## src/rtl/controller_pkg.sv

```systemverilog
// Shared types and constants for the 16-bit processor control unit.
// Holds the FSM state encoding, the opcode values, the ALU function codes
// and a helper that maps an opcode to its execute state.
package controller_pkg;

    localparam int unsigned INSTR_W = 16;
    localparam int unsigned DADDR_W = 8;
    localparam int unsigned RADDR_W = 4;
    localparam int unsigned ALU_W   = 3;
    localparam int unsigned STATE_W = 4;
    localparam int unsigned OP_W    = 4;

    typedef enum logic [STATE_W-1:0] {
        INIT   = 4'd0,
        FETCH  = 4'd1,
        DECODE = 4'd2,
        LOAD_A = 4'd3,
        LOAD_B = 4'd4,
        STORE  = 4'd5,
        ADD    = 4'd6,
        SUB    = 4'd7,
        NOOP   = 4'd8,
        HALT   = 4'd9,
        PAUSE  = 4'd10
    } state_t;

    localparam logic [OP_W-1:0] OP_NOOP  = 4'd0;
    localparam logic [OP_W-1:0] OP_STORE = 4'd1;
    localparam logic [OP_W-1:0] OP_LOAD  = 4'd2;
    localparam logic [OP_W-1:0] OP_ADD   = 4'd3;
    localparam logic [OP_W-1:0] OP_SUB   = 4'd4;
    localparam logic [OP_W-1:0] OP_HALT  = 4'd5;

    localparam logic [ALU_W-1:0] ALU_PASS = 3'd0;
    localparam logic [ALU_W-1:0] ALU_ADD  = 3'd1;
    localparam logic [ALU_W-1:0] ALU_SUB  = 3'd2;

    // Opcode to execute state; unassigned opcodes behave as NOOP.
    function automatic state_t decode_op(input logic [OP_W-1:0] op);
        case (op)
            OP_STORE: decode_op = STORE;
            OP_LOAD:  decode_op = LOAD_A;
            OP_ADD:   decode_op = ADD;
            OP_SUB:   decode_op = SUB;
            OP_HALT:  decode_op = HALT;
            default:  decode_op = NOOP;
        endcase
    endfunction

endpackage

```

## src/rtl/program_counter.sv

```systemverilog
// Program counter: synchronous load of RESET_PC on clr, increment on up.
// Wraps naturally from 2^PC_W-1 to 0.
// Ports: clk, clr (load RESET_PC), up (increment), pc (current value).
module program_counter #(
    parameter int unsigned PC_W     = 7,
    parameter int unsigned RESET_PC = 0
) (
    input  logic            clk,
    input  logic            clr,
    input  logic            up,
    output logic [PC_W-1:0] pc
);

    always_ff @(posedge clk) begin
        if (clr) begin
            pc <= PC_W'(RESET_PC);
        end else if (up) begin
            pc <= pc + PC_W'(1);
        end
    end

endmodule

```

## src/rtl/controller_fsm.sv

```systemverilog
// Control unit of the 16-bit processor: owns PC and IR, fetches from a
// synchronous instruction ROM, decodes IR[15:12] and sequences the
// multi-cycle FSM that drives the Datapath control inputs.
// Ports: clk, reset (sync, active-high), I_data (ROM word), PC_addr,
//   IR_out, D_addr, D_wr, RF_sel, RF_W_en, WriteAddr, rdAddrA, rdAddrB,
//   ALU_s0, state_out, halted; step only with CTRL_SINGLE_STEP_EN.
// Build option CTRL_SINGLE_STEP_EN: retiring states park in PAUSE until a
//   cycle with step=1.
module controller_fsm
    import controller_pkg::*;
#(
    parameter int unsigned PC_W     = 7,
    parameter int unsigned RESET_PC = 0
) (
    input  logic               clk,
    input  logic               reset,
`ifdef CTRL_SINGLE_STEP_EN
    input  logic               step,
`endif
    input  logic [INSTR_W-1:0] I_data,
    output logic [PC_W-1:0]    PC_addr,
    output logic [INSTR_W-1:0] IR_out,
    output logic [DADDR_W-1:0] D_addr,
    output logic               D_wr,
    output logic               RF_sel,
    output logic               RF_W_en,
    output logic [RADDR_W-1:0] WriteAddr,
    output logic [RADDR_W-1:0] rdAddrA,
    output logic [RADDR_W-1:0] rdAddrB,
    output logic [ALU_W-1:0]   ALU_s0,
    output logic [STATE_W-1:0] state_out,
    output logic               halted
);

`ifdef CTRL_SINGLE_STEP_EN
    localparam state_t RETIRE_NEXT = PAUSE;
`else
    localparam state_t RETIRE_NEXT = FETCH;
`endif

    state_t             state;
    logic [INSTR_W-1:0] ir;

    // PC is held at RESET_PC through INIT so the ROM sees a stable address
    // for a full cycle before the first FETCH.
    program_counter #(
        .PC_W     (PC_W),
        .RESET_PC (RESET_PC)
    ) u_pc (
        .clk (clk),
        .clr (reset || (state == INIT)),
        .up  (!reset && (state == FETCH)),
        .pc  (PC_addr)
    );

    // State and instruction register.
    always_ff @(posedge clk) begin
        if (reset) begin
            state <= INIT;
            ir    <= '0;
        end else begin
            case (state)
                INIT:   state <= FETCH;
                FETCH: begin
                    ir    <= I_data;
                    state <= DECODE;
                end
                DECODE: state <= decode_op(ir[15:12]);
                LOAD_A: state <= LOAD_B;
                LOAD_B, STORE, ADD, SUB, NOOP: state <= RETIRE_NEXT;
                HALT:   state <= HALT;
`ifdef CTRL_SINGLE_STEP_EN
                PAUSE:  state <= step ? FETCH : PAUSE;
`endif
                default: state <= INIT;
            endcase
        end
    end

    // Moore decode of state + IR; reset masks every enable immediately.
    always_comb begin
        D_addr  = ir[7:0];
        D_wr    = 1'b0;
        RF_sel  = 1'b0;
        RF_W_en = 1'b0;
        ALU_s0  = ALU_PASS;
        halted  = 1'b0;
        case (state)
            LOAD_A: begin
                D_addr = ir[11:4];
                RF_sel = 1'b1;
            end
            LOAD_B: begin
                D_addr  = ir[11:4];
                RF_sel  = 1'b1;
                RF_W_en = 1'b1;
            end
            STORE:  D_wr = 1'b1;
            ADD: begin
                ALU_s0  = ALU_ADD;
                RF_W_en = 1'b1;
            end
            SUB: begin
                ALU_s0  = ALU_SUB;
                RF_W_en = 1'b1;
            end
            HALT:   halted = 1'b1;
            default: ;
        endcase
        if (reset) begin
            D_wr    = 1'b0;
            RF_sel  = 1'b0;
            RF_W_en = 1'b0;
            ALU_s0  = ALU_PASS;
            halted  = 1'b0;
        end
    end

    assign IR_out    = ir;
    assign WriteAddr = ir[3:0];
    assign rdAddrA   = ir[11:8];
    assign rdAddrB   = ir[7:4];
    assign state_out = state;

endmodule

```

## config.mk

```make
export PLATFORM = sky130hd
export DESIGN_NAME = controller_fsm
export DESIGN_NICKNAME = d
export VERILOG_FILES = /design/src/rtl/controller_pkg.sv /design/src/rtl/program_counter.sv /design/src/rtl/controller_fsm.sv
export SDC_FILE = /design/constraint.sdc
export NUM_CORES = 1
export LEC_CHECK = 0
export ABC_AREA = 1
export BUFFER_PORTS_ARGS = -buffer_cell sky130_fd_sc_hd__clkbuf_2
export CORE_ASPECT_RATIO = 1.25
export CORE_MARGIN = 2
export CORE_UTILIZATION = 41
export DETAILED_ROUTE_END_ITERATION = 10
export PLACE_DENSITY = 0.73
export RECOVER_POWER = 50
export SETUP_SLACK_MARGIN = 0.15
export SKIP_LAST_GASP = 1
export SYNTH_ARGS = -nofsm -noshare
export SYNTH_HDL_FRONTEND = slang
export SYNTH_HIERARCHICAL = 1
export SYNTH_SLANG_ARGS = --single-unit
export TNS_END_PERCENT = 20
```

## constraint.sdc

```tcl
create_clock -name clk -period 1.5 [get_ports clk]
set_input_delay 0.225 -clock clk [delete_from_list [all_inputs] [get_ports clk]]
set_output_delay 0.225 -clock clk [all_outputs]
set_load 0.005 [all_outputs]
```

==> flow_summary.ini, run 1 <==
[sta]
setup_slack_ns = -0.0543
finalSetupTns_ns = -0.420
fin_crit_ns = 1.55
setup_violations = 9
hold_viol = 0
slew_violations = 0
fmax_ghz = 0.643
finalCritPeriodShare_pct = 104
grt_setup_unrepaired = yes
whs_ns = 0.176
worst_clock_skew_ns = 0.00939

[critical_path]
cp-start-kind = flip-flop
critPathSlowestCell = dfxtp_4
crit_top_cell = nand2_1
rr_endpoint = u_pc/pc[0]
cp_max_fo = 7
crit_chain = inv_2, nand3_4, nand2_8, inv_6, nand2_1, nand2_1, clkbuf_2
regToRegSetupSlack_ns = 0.12
cp_data_arrival_time_ns = 1.33
required_ns = 1.27
worstSetupStartpoint = state_out[0]
critical_path_class = flip-flop to output port
ff2ff_path_depth = 7
endpoint_kind = output port
reg2reg_from = state_out[2]
slowest_delay_ns = 0.39
worstSetupEndpoint = D_addr[6]

[global_route]
antenna_found_initial = 0
gr-total-overflow = 0
grt_use_total_pct = 18.4
grt_pass1_vias = 1326
grt_pass1_wl_um = 5860
grt_max_degree = 22

[floorplanning]
coreArea_um2 = 3250
io_pins = 72
rows = 23
start_util_pct = 43.7
die_w_um = 56.6
die_height_um = 69.8
dieArea_um2 = 3950

[routing]
vias_per_cell = 4.74
drt-pass1-iter-count = 4
drc_errors = 0
vias = 1474
wl_per_cell_um = 11.3
drt_wl_total_um = 3510
ant_nets = 0
first_iter_violations = 20

[clocking]
cts_buffers = 3
cts_max_level = 1
clk_latency_ns = 0.28
path_clk_slew_ns = 0.10
clock_path_buffers = 2
cts_root_buf = clkbuf_8
cts.sinks = 27
cts_hold_buffers = 0
cts_tree = done

[finish]
syn2layout_area_growth_pct = 31.5
diodes = 0
fin_cells = 311
final_common_cell = clkbuf_2
drive_gt1_share_pct = 37.2
layout_common_cells = 64 x clkbuf_2, 49 x nand2_1, 43 x nor2_1
utilization_pct = 57.4
fin_nets = 294

[yosys]
yosys.cell_types.count = 23
syn-num-nets = 229
ys_ff_latch = 27
syn_inst = 210
synth_area_um2 = 1420
avgSynthCellArea_um2 = 6.76
seq_area_frac_synth_pct = 38.1
synth_warnings = 6

[job]
cap_violations = 0

[power]
power.total_mw = 2.52
p_leak_nw = 0.950
power_density_nw_per_um2 = 1350
ir_worst_vdd_uv = 640

[placed_design]
placed_cells = 302
dp_hpwl_um = 2510
io_buffers = 70
place_congestion = 0.820

[status]
status = finished, violations left
violations = setup timing

[worst_hold_path]
holdCritPathClass = input pin to flip-flop
==> Yosys cell counts <==
master | number | area [µm²]
nor3_1 | 1 | 5.00
o31ai_1 | 1 | 7.51
o21ai_1 | 15 | 75.1
inv_1 | 14 | 52.6
inv_6 | 1 | 8.76
dfxtp_1 | 27 | 541
buf_2 | 1 | 5.00
a21oi_1 | 13 | 65.1
inv_2 | 2 | 7.51
nand3_1 | 6 | 30.0
buf_6 | 2 | 22.5
inv_4 | 1 | 6.26
conb_1 | 1 | 3.75
buf_4 | 13 | 97.6
nor2_4 | 4 | 45.0
nor2_1 | 46 | 173
o21ai_0 | 4 | 20.0
ha_1 | 1 | 12.5
nand2_2 | 2 | 12.5
clkbuf_1 | 1 | 3.75
buf_12 | 1 | 20.0
nand2_1 | 52 | 195
nand2_4 | 1 | 11.3
==> logic make-up after synthesis <==
group | Yosys count | share of synthesized area [%]
simple gates | 112 | 33.2
buf+inv | 36 | 15.8
fa+ha+maj | 1 | 0.881
flops | 27 | 38.1
compound gates | 33 | 11.8
other cells | 1 | 0.264
==> per-stage QoR <==
step                area, µm²  setup slack [ns]
finish                   1870           -0.0543
global route             1870            -0.134
CTS                      1850           -0.0758
detailed placement       1700            0.0527
global placement         1700            0.0662
floorplan                1430             0.155
==> area by class of cell <==
type                            instances  area (µm²)
Inverter                               18        80.1
Multi-Input combinational cell        148         742
Fill cell                             352        1380
Timing Repair inverter                  1        8.76
Clock buffer                            3        41.3
Sequential cell                        27         553
Clock inverter                          1        5.00
Timing Repair Buffer                   76         392
Tap cell                               37        46.3
==> flip-flops by register name (all words and copies together), names as in the netlist <==
register   cells
IR_out        16
state_out      4
u_pc/pc        7
==> timing repair <==
action / CTS / global route
gates cloned: 2 / 0
gates resized for setup: 20 / 7
buffers inserted: 3 / 0
endpoints found under the setup margin: 14 / 37
pin swaps: 4 / 4
==> power by group <==
part	internal, mW	switching, mW	leakage (nW)
Sequential	0.867	0.178	0.224
Combinational	0.441	0.606	0.701
Clock	0.187	0.237	0.0255
==> routing by layer <==
| metal | vias up | routed length [µm] | global-route usage (%) |
|---|---|---|---|
| li1 | 773 | - | - |
| met1 | 660 | 1460 | 20.1 |
| met2 | 36 | 1810 | 34.0 |
| met3 | 5 | 177 | 2.80 |
| met4 | 0 | 63 | 7.94 |
| met5 | - | 0 | 0 |
==> worst min path at each step <==
stage / start / depth (start not counted) / slack, ns / endpoint
4_1_cts: I_data[6] / 3 / 0.17 / IR_out[6]
6_report: I_data[15] / 3 / 0.18 / IR_out[15]
3_3_place_gp: I_data[0] / 3 / 0.46 / IR_out[0]
5_1_grt: I_data[15] / 3 / 0.20 / IR_out[15]
2_1_floorplan: I_data[0] / 2 / 0.37 / IR_out[0]
3_5_place_dp: I_data[10] / 3 / 0.47 / IR_out[10]
==> worst max-delay path, delay by kind of cell, from the launching register on <==
family                 cells  cell delay, ns
DFF                        1            0.39
and+or+nand+nor            4            0.35
buffers and inverters      3            0.30
(Power assumes the default switching activity.)
==> run 2: changes to the inputs <==
Settings changed: TNS_END_PERCENT 20 to 100.
==> flow_summary.ini, run 2 (synthesized netlist as in run 1, its figures left out) <==
[worst_hold_path]
holdCritPathClass = input pin to flip-flop

[clocking]
cts_root_buf = clkbuf_8
clk_latency_ns = 0.28
cts_max_level = 1
cts.sinks = 27
cts_tree = done
cts_buffers = 3
clock_path_buffers = 2
path_clk_slew_ns = 0.10

[finish]
layout_common_cells = 61 x clkbuf_2, 48 x nand2_1, 40 x nor2_1
fin_nets = 297
diodes = 0
multi_input_area_um2 = 776
regArea_um2 = 556
fillers = 339
largest_register_ffs = 16
final_common_cell = clkbuf_2
drive_gt1_share_pct = 39.4
syn2layout_area_growth_pct = 37.2

[global_route]
grt_pass1_wl_um = 5890
grt_use_total_pct = 18.4
grt_max_degree = 22
gr-total-overflow = 0
antenna_found_initial = 0
grt_pass1_vias = 1340

[sta]
finalCritPeriodShare_pct = 105
whs_ns = 0.173
hold_viol = 0
worst_clock_skew_ns = 0.0104
grt_setup_unrepaired = yes
fmax_ghz = 0.632
fin_crit_ns = 1.58
slew_violations = 0
setup_slack_ns = -0.0820
setup_violations = 10

[floorplanning]
start_util_pct = 43.7
rows = 23
die_height_um = 69.8
io_pins = 72
coreArea_um2 = 3250
die_w_um = 56.6
dieArea_um2 = 3950

[critical_path]
cp_data_arrival_time_ns = 1.36
cp_max_fo = 4
worstSetupStartpoint = state_out[2]
rr_endpoint = u_pc/pc[6]
ff2ff_path_depth = 9
endpoint_kind = output port
reg2reg_from = state_out[2]
regToRegSetupSlack_ns = 0.11
worstSetupEndpoint = ALU_s0[1]
cp-start-kind = flip-flop
required_ns = 1.27
critical_path_class = flip-flop to output port

[routing]
drt-pass1-iter-count = 4
top_layer = met4
route.met3.wl_um = 187
drc_errors = 0
drt_wl_total_um = 3650
vias_per_cell = 4.68
wl_per_cell_um = 11.6
ant_nets = 0
vias = 1469
wl_met1_um = 1510
first_iter_violations = 29
met2WireLength_um = 1890

[placed_design]
dp_hpwl_um = 2510
io_buffers = 70
place_ws_ns = 0.0527
place_congestion = 0.820

[job]
cap_violations = 0

[power]
ir_worst_vdd_uv = 667
power_density_nw_per_um2 = 1330
p_leak_nw = 0.966

[status]
status = finished, violations left
violations = setup timing
==> run 2: changes by cell type in the layout (fill, tap and decap cells not counted), sizes merged <==
cell,before,now
clkbuf,73,70
buf,6,12
clkinvlp,0,1
inv,19,18
==> run 2: layout make-up <==
class | count | share of cell area (%)
Clock buffer | 3 | 2.12
Clock inverter | 1 | 0.257
Inverter | 18 | 4.43
Multi-Input combinational cell | 148 | 39.8
Sequential cell | 27 | 28.5
Tap cell | 37 | 2.38
Timing Repair Buffer | 79 | 22.2
Timing Repair inverter | 1 | 0.321
==> run 2: layer usage <==
layer  GRT usage, %  vias to the layer above
li1               -                      778
met4           8.20                        0
met2           34.1                       38
met1           20.0                      648
met3           2.99                        5
met5              0                        -
==> run 2: through the flow <==
step	power [mW]	utilization (%)	TNS (ns)	instance area, µm²	std cells
after floorplan	1.78	-	0	1430	210
after global placement	2.01	52.3	0	1700	302
after detailed placement	2.03	52.3	0	1700	302
after CTS	2.53	57.2	-0.690	1860	311
after global routing	2.81	59.9	-1.55	1950	314
final	2.60	59.9	-0.725	1950	314
==> run 2: worst min-delay path by stage <==
stage	startpoint	to	slack, ns	cells after the start
detailed placement	I_data[10]	IR_out[10]	0.47	3
floorplan	I_data[0]	IR_out[0]	0.37	2
CTS	I_data[6]	IR_out[6]	0.17	3
finish	I_data[15]	IR_out[15]	0.17	3
global placement	I_data[0]	IR_out[0]	0.46	3
global route	I_data[15]	IR_out[15]	0.20	3
==> run 2: power by group <==
part | internal (mW) | switching (mW)
Sequential | 0.867 | 0.181
Clock | 0.187 | 0.243
Combinational | 0.486 | 0.635
==> run 2: repair_timing <==
action	in CTS	in global routing
hold buffers	0	0
gates resized for setup	23	22
buffers inserted	3	3
pin swaps	4	6
endpoints found under the hold margin	0	0
cloned	2	0
setup endpoints to repair	14	37
==> run 2: critical path, stage by stage (launching register included) <==
cell	delay [ns]
dfxtp_4	0.40
inv_4	0.04
nor2_4	0.12
buf_6	0.14
nand2_8	0.07
nor3_4	0.17
clkbuf_2	0.14
==> run 3: changes to the inputs <==
Settings changed: SYNTH_HIERARCHICAL 1 to unset.
==> flow_summary.ini, run 3 <==
[status]
status = finished, violations left
violations = setup timing

[yosys]
syn-num-nets = 229
seq_area_frac_synth_pct = 37.7
synth_common_cells = 50 x nand2_1, 41 x nor2_1, 27 x dfxtp_1
synth-edff-count = 0
synth.area.top_cells = dfxtp_1 38%, nand2_1 13%, nor2_1 11%, buf_4 6.8%, o21ai_0 6.6%
synth_area_um2 = 1440
ys_ff_latch = 27
avgSynthCellArea_um2 = 6.83
yosysTopAreaCellShare_pct = 37.7
synth_top_area_cell = dfxtp_1
syn_inst = 210
yosys_most_used_dff = dfxtp_1
yosysMostFrequentCell = nand2_1
synthArstFlopShare_pct = 0
yosys.cell_types.count = 23
synth_warnings = 0

[floorplanning]
dieArea_um2 = 3990
io_pins = 72
start_util_pct = 41.9
rows = 24
die_height_um = 70.1
coreArea_um2 = 3420
die_w_um = 56.9

[routing]
drt_wl_total_um = 3690
vias = 1533
wl_per_cell_um = 11.6
drt-pass1-iter-count = 4
ant_nets = 0
drc_errors = 0
first_iter_violations = 18
vias_per_cell = 4.82

[placed_design]
place_ws_ns = 0.0613
place_congestion = 0.790
placed_cells = 305
io_buffers = 70
dp_hpwl_um = 2610

[sta]
hold_viol = 0
fmax_ghz = 0.654
setup_violations = 7
finalCritPeriodShare_pct = 102
slew_violations = 0
finalSetupTns_ns = -0.0834
fin_crit_ns = 1.53
setup_slack_ns = -0.0287
worst_clock_skew_ns = 0.00119
grt_setup_unrepaired = yes

[critical_path]
ff2ff_path_depth = 7
worstSetupEndpoint = D_addr[3]
cp-start-kind = flip-flop
required_ns = 1.27
cp_data_arrival_time_ns = 1.30
critical_path_class = flip-flop to output port
rr_endpoint = u_pc.pc[3]
worstSetupStartpoint = state_out[2]
reg2reg_from = state_out[0]
regToRegSetupSlack_ns = 0.14
cp_max_fo = 6
endpoint_kind = output port

[power]
p_leak_nw = 0.968
ir_worst_vdd_uv = 662
power_density_nw_per_um2 = 1340

[clocking]
cts.sinks = 27
clock_path_buffers = 2
clk_latency_ns = 0.27
cts_root_buf = clkbuf_8
cts_buffers = 3
path_clk_slew_ns = 0.09
cts_max_level = 1
cts_tree = done

[global_route]
antenna_found_initial = 0
grt_use_total_pct = 17.2
grt_pass1_vias = 1299
grt_pass1_wl_um = 5620
grt_max_degree = 17
gr-total-overflow = 0

[finish]
largest_register_ffs = 16
final_common_cell = clkbuf_2
fin_cells = 318
drive_gt1_share_pct = 45.9
layout_common_cells = 66 x clkbuf_2, 37 x nand2_1, 34 x nor2_1
syn2layout_area_growth_pct = 41.6
fin_nets = 299
diodes = 0
fillers = 346

[job]
cap_violations = 0

[worst_hold_path]
holdCritPathClass = input pin to flip-flop
run 3: changes by cell type after synthesis, moves of 2 or more:
| cell | change |
|---|---|
| o21ai_0 | +15 |
| o21ai_1 | -12 |
| nor2_1 | -5 |
| nand3_1 | +3 |
| a21oi_1 | +2 |
| nand2_1 | -2 |
| nand4_1 | +2 |
| nor2_4 | -2 |
run 3: what timing repair did:
item | CTS | global route
setup endpoints to repair | 14 | 24
hold buffers | 0 | 0
pin swaps | 5 | 10
cloned | 2 | 1
resized for setup | 25 | 45
buffers inserted | 3 | 3
run 3: cell type report:
type                       instances  area, µm²  area share [%]
sequential                        27        553            27.2
clock buffer                       3       41.3            2.03
clock inverter                     1       5.00           0.246
tap                               39       48.8            2.40
timing repair buffer              80        449            22.1
inverter                          16       75.1            3.69
multi-input combinational        151        853            42.0
timing repair inverter             1       6.26           0.308
run 3: metal layers:
metal,routed length [µm],vias up,GRT usage (%)
li1,-,790,-
met1,1460,699,21.4
met2,2010,42,30.0
met3,205,2,2.96
met4,14,0,4.65
met5,0,-,0
run 3: worst min-delay path by stage:
stage / cells after the start / end / startpoint / slack, ns
2_1_floorplan: 2 / IR_out[9] / I_data[9] / 0.37
3_3_place_gp: 3 / IR_out[9] / I_data[9] / 0.46
3_5_place_dp: 3 / IR_out[9] / I_data[9] / 0.47
4_1_cts: 3 / IR_out[9] / I_data[9] / 0.19
5_1_grt: 3 / IR_out[9] / I_data[9] / 0.19
6_report: 3 / IR_out[9] / I_data[9] / 0.18
run 3: critical path: stages, from the launching register on:
cell,delay [ns]
dfxtp_4,0.40
inv_4,0.04
nor2_4,0.12
nand2_4,0.09
nand2_8,0.11
inv_6,0.05
nand2_2,0.05
o21ai_2,0.04
buf_2,0.12
run 3: cell families (layout without fill, tap and decap cells):
family / count (synthesis) / after routing / share of synthesized area [%]
AO/OA/AOI/OAI: 37 / 37 / 12.9
XOR/XNOR: 2 / 2 / 1.22
adder cells (fa/ha/maj): 1 / 1 / 0.872
buffers and inverters: 34 / 101 / 14.6
flip-flops: 27 / 27 / 37.7
other: 1 / 1 / 0.261
AND/OR/NAND/NOR: 108 / 110 / 32.5
run 3: metrics by stage:
stage	power [mW]	area [µm²]	hold WS, ns	utilization, %
floorplan	1.74	1440	0.370	-
global placement	2.01	1720	0.464	50.1
detailed placement	2.03	1720	0.474	50.1
CTS	2.52	1870	0.187	54.7
global route	2.93	2030	0.192	59.4
finish	2.73	2030	0.183	59.4
run 3: power by group:
part / internal [mW] / switching [mW] / total [mW] / leakage [nW]
clock: 0.186 / 0.228 / 0.414 / 0.0255
sequential: 0.871 / 0.185 / 1.06 / 0.224
combinational: 0.572 / 0.684 / 1.26 / 0.719
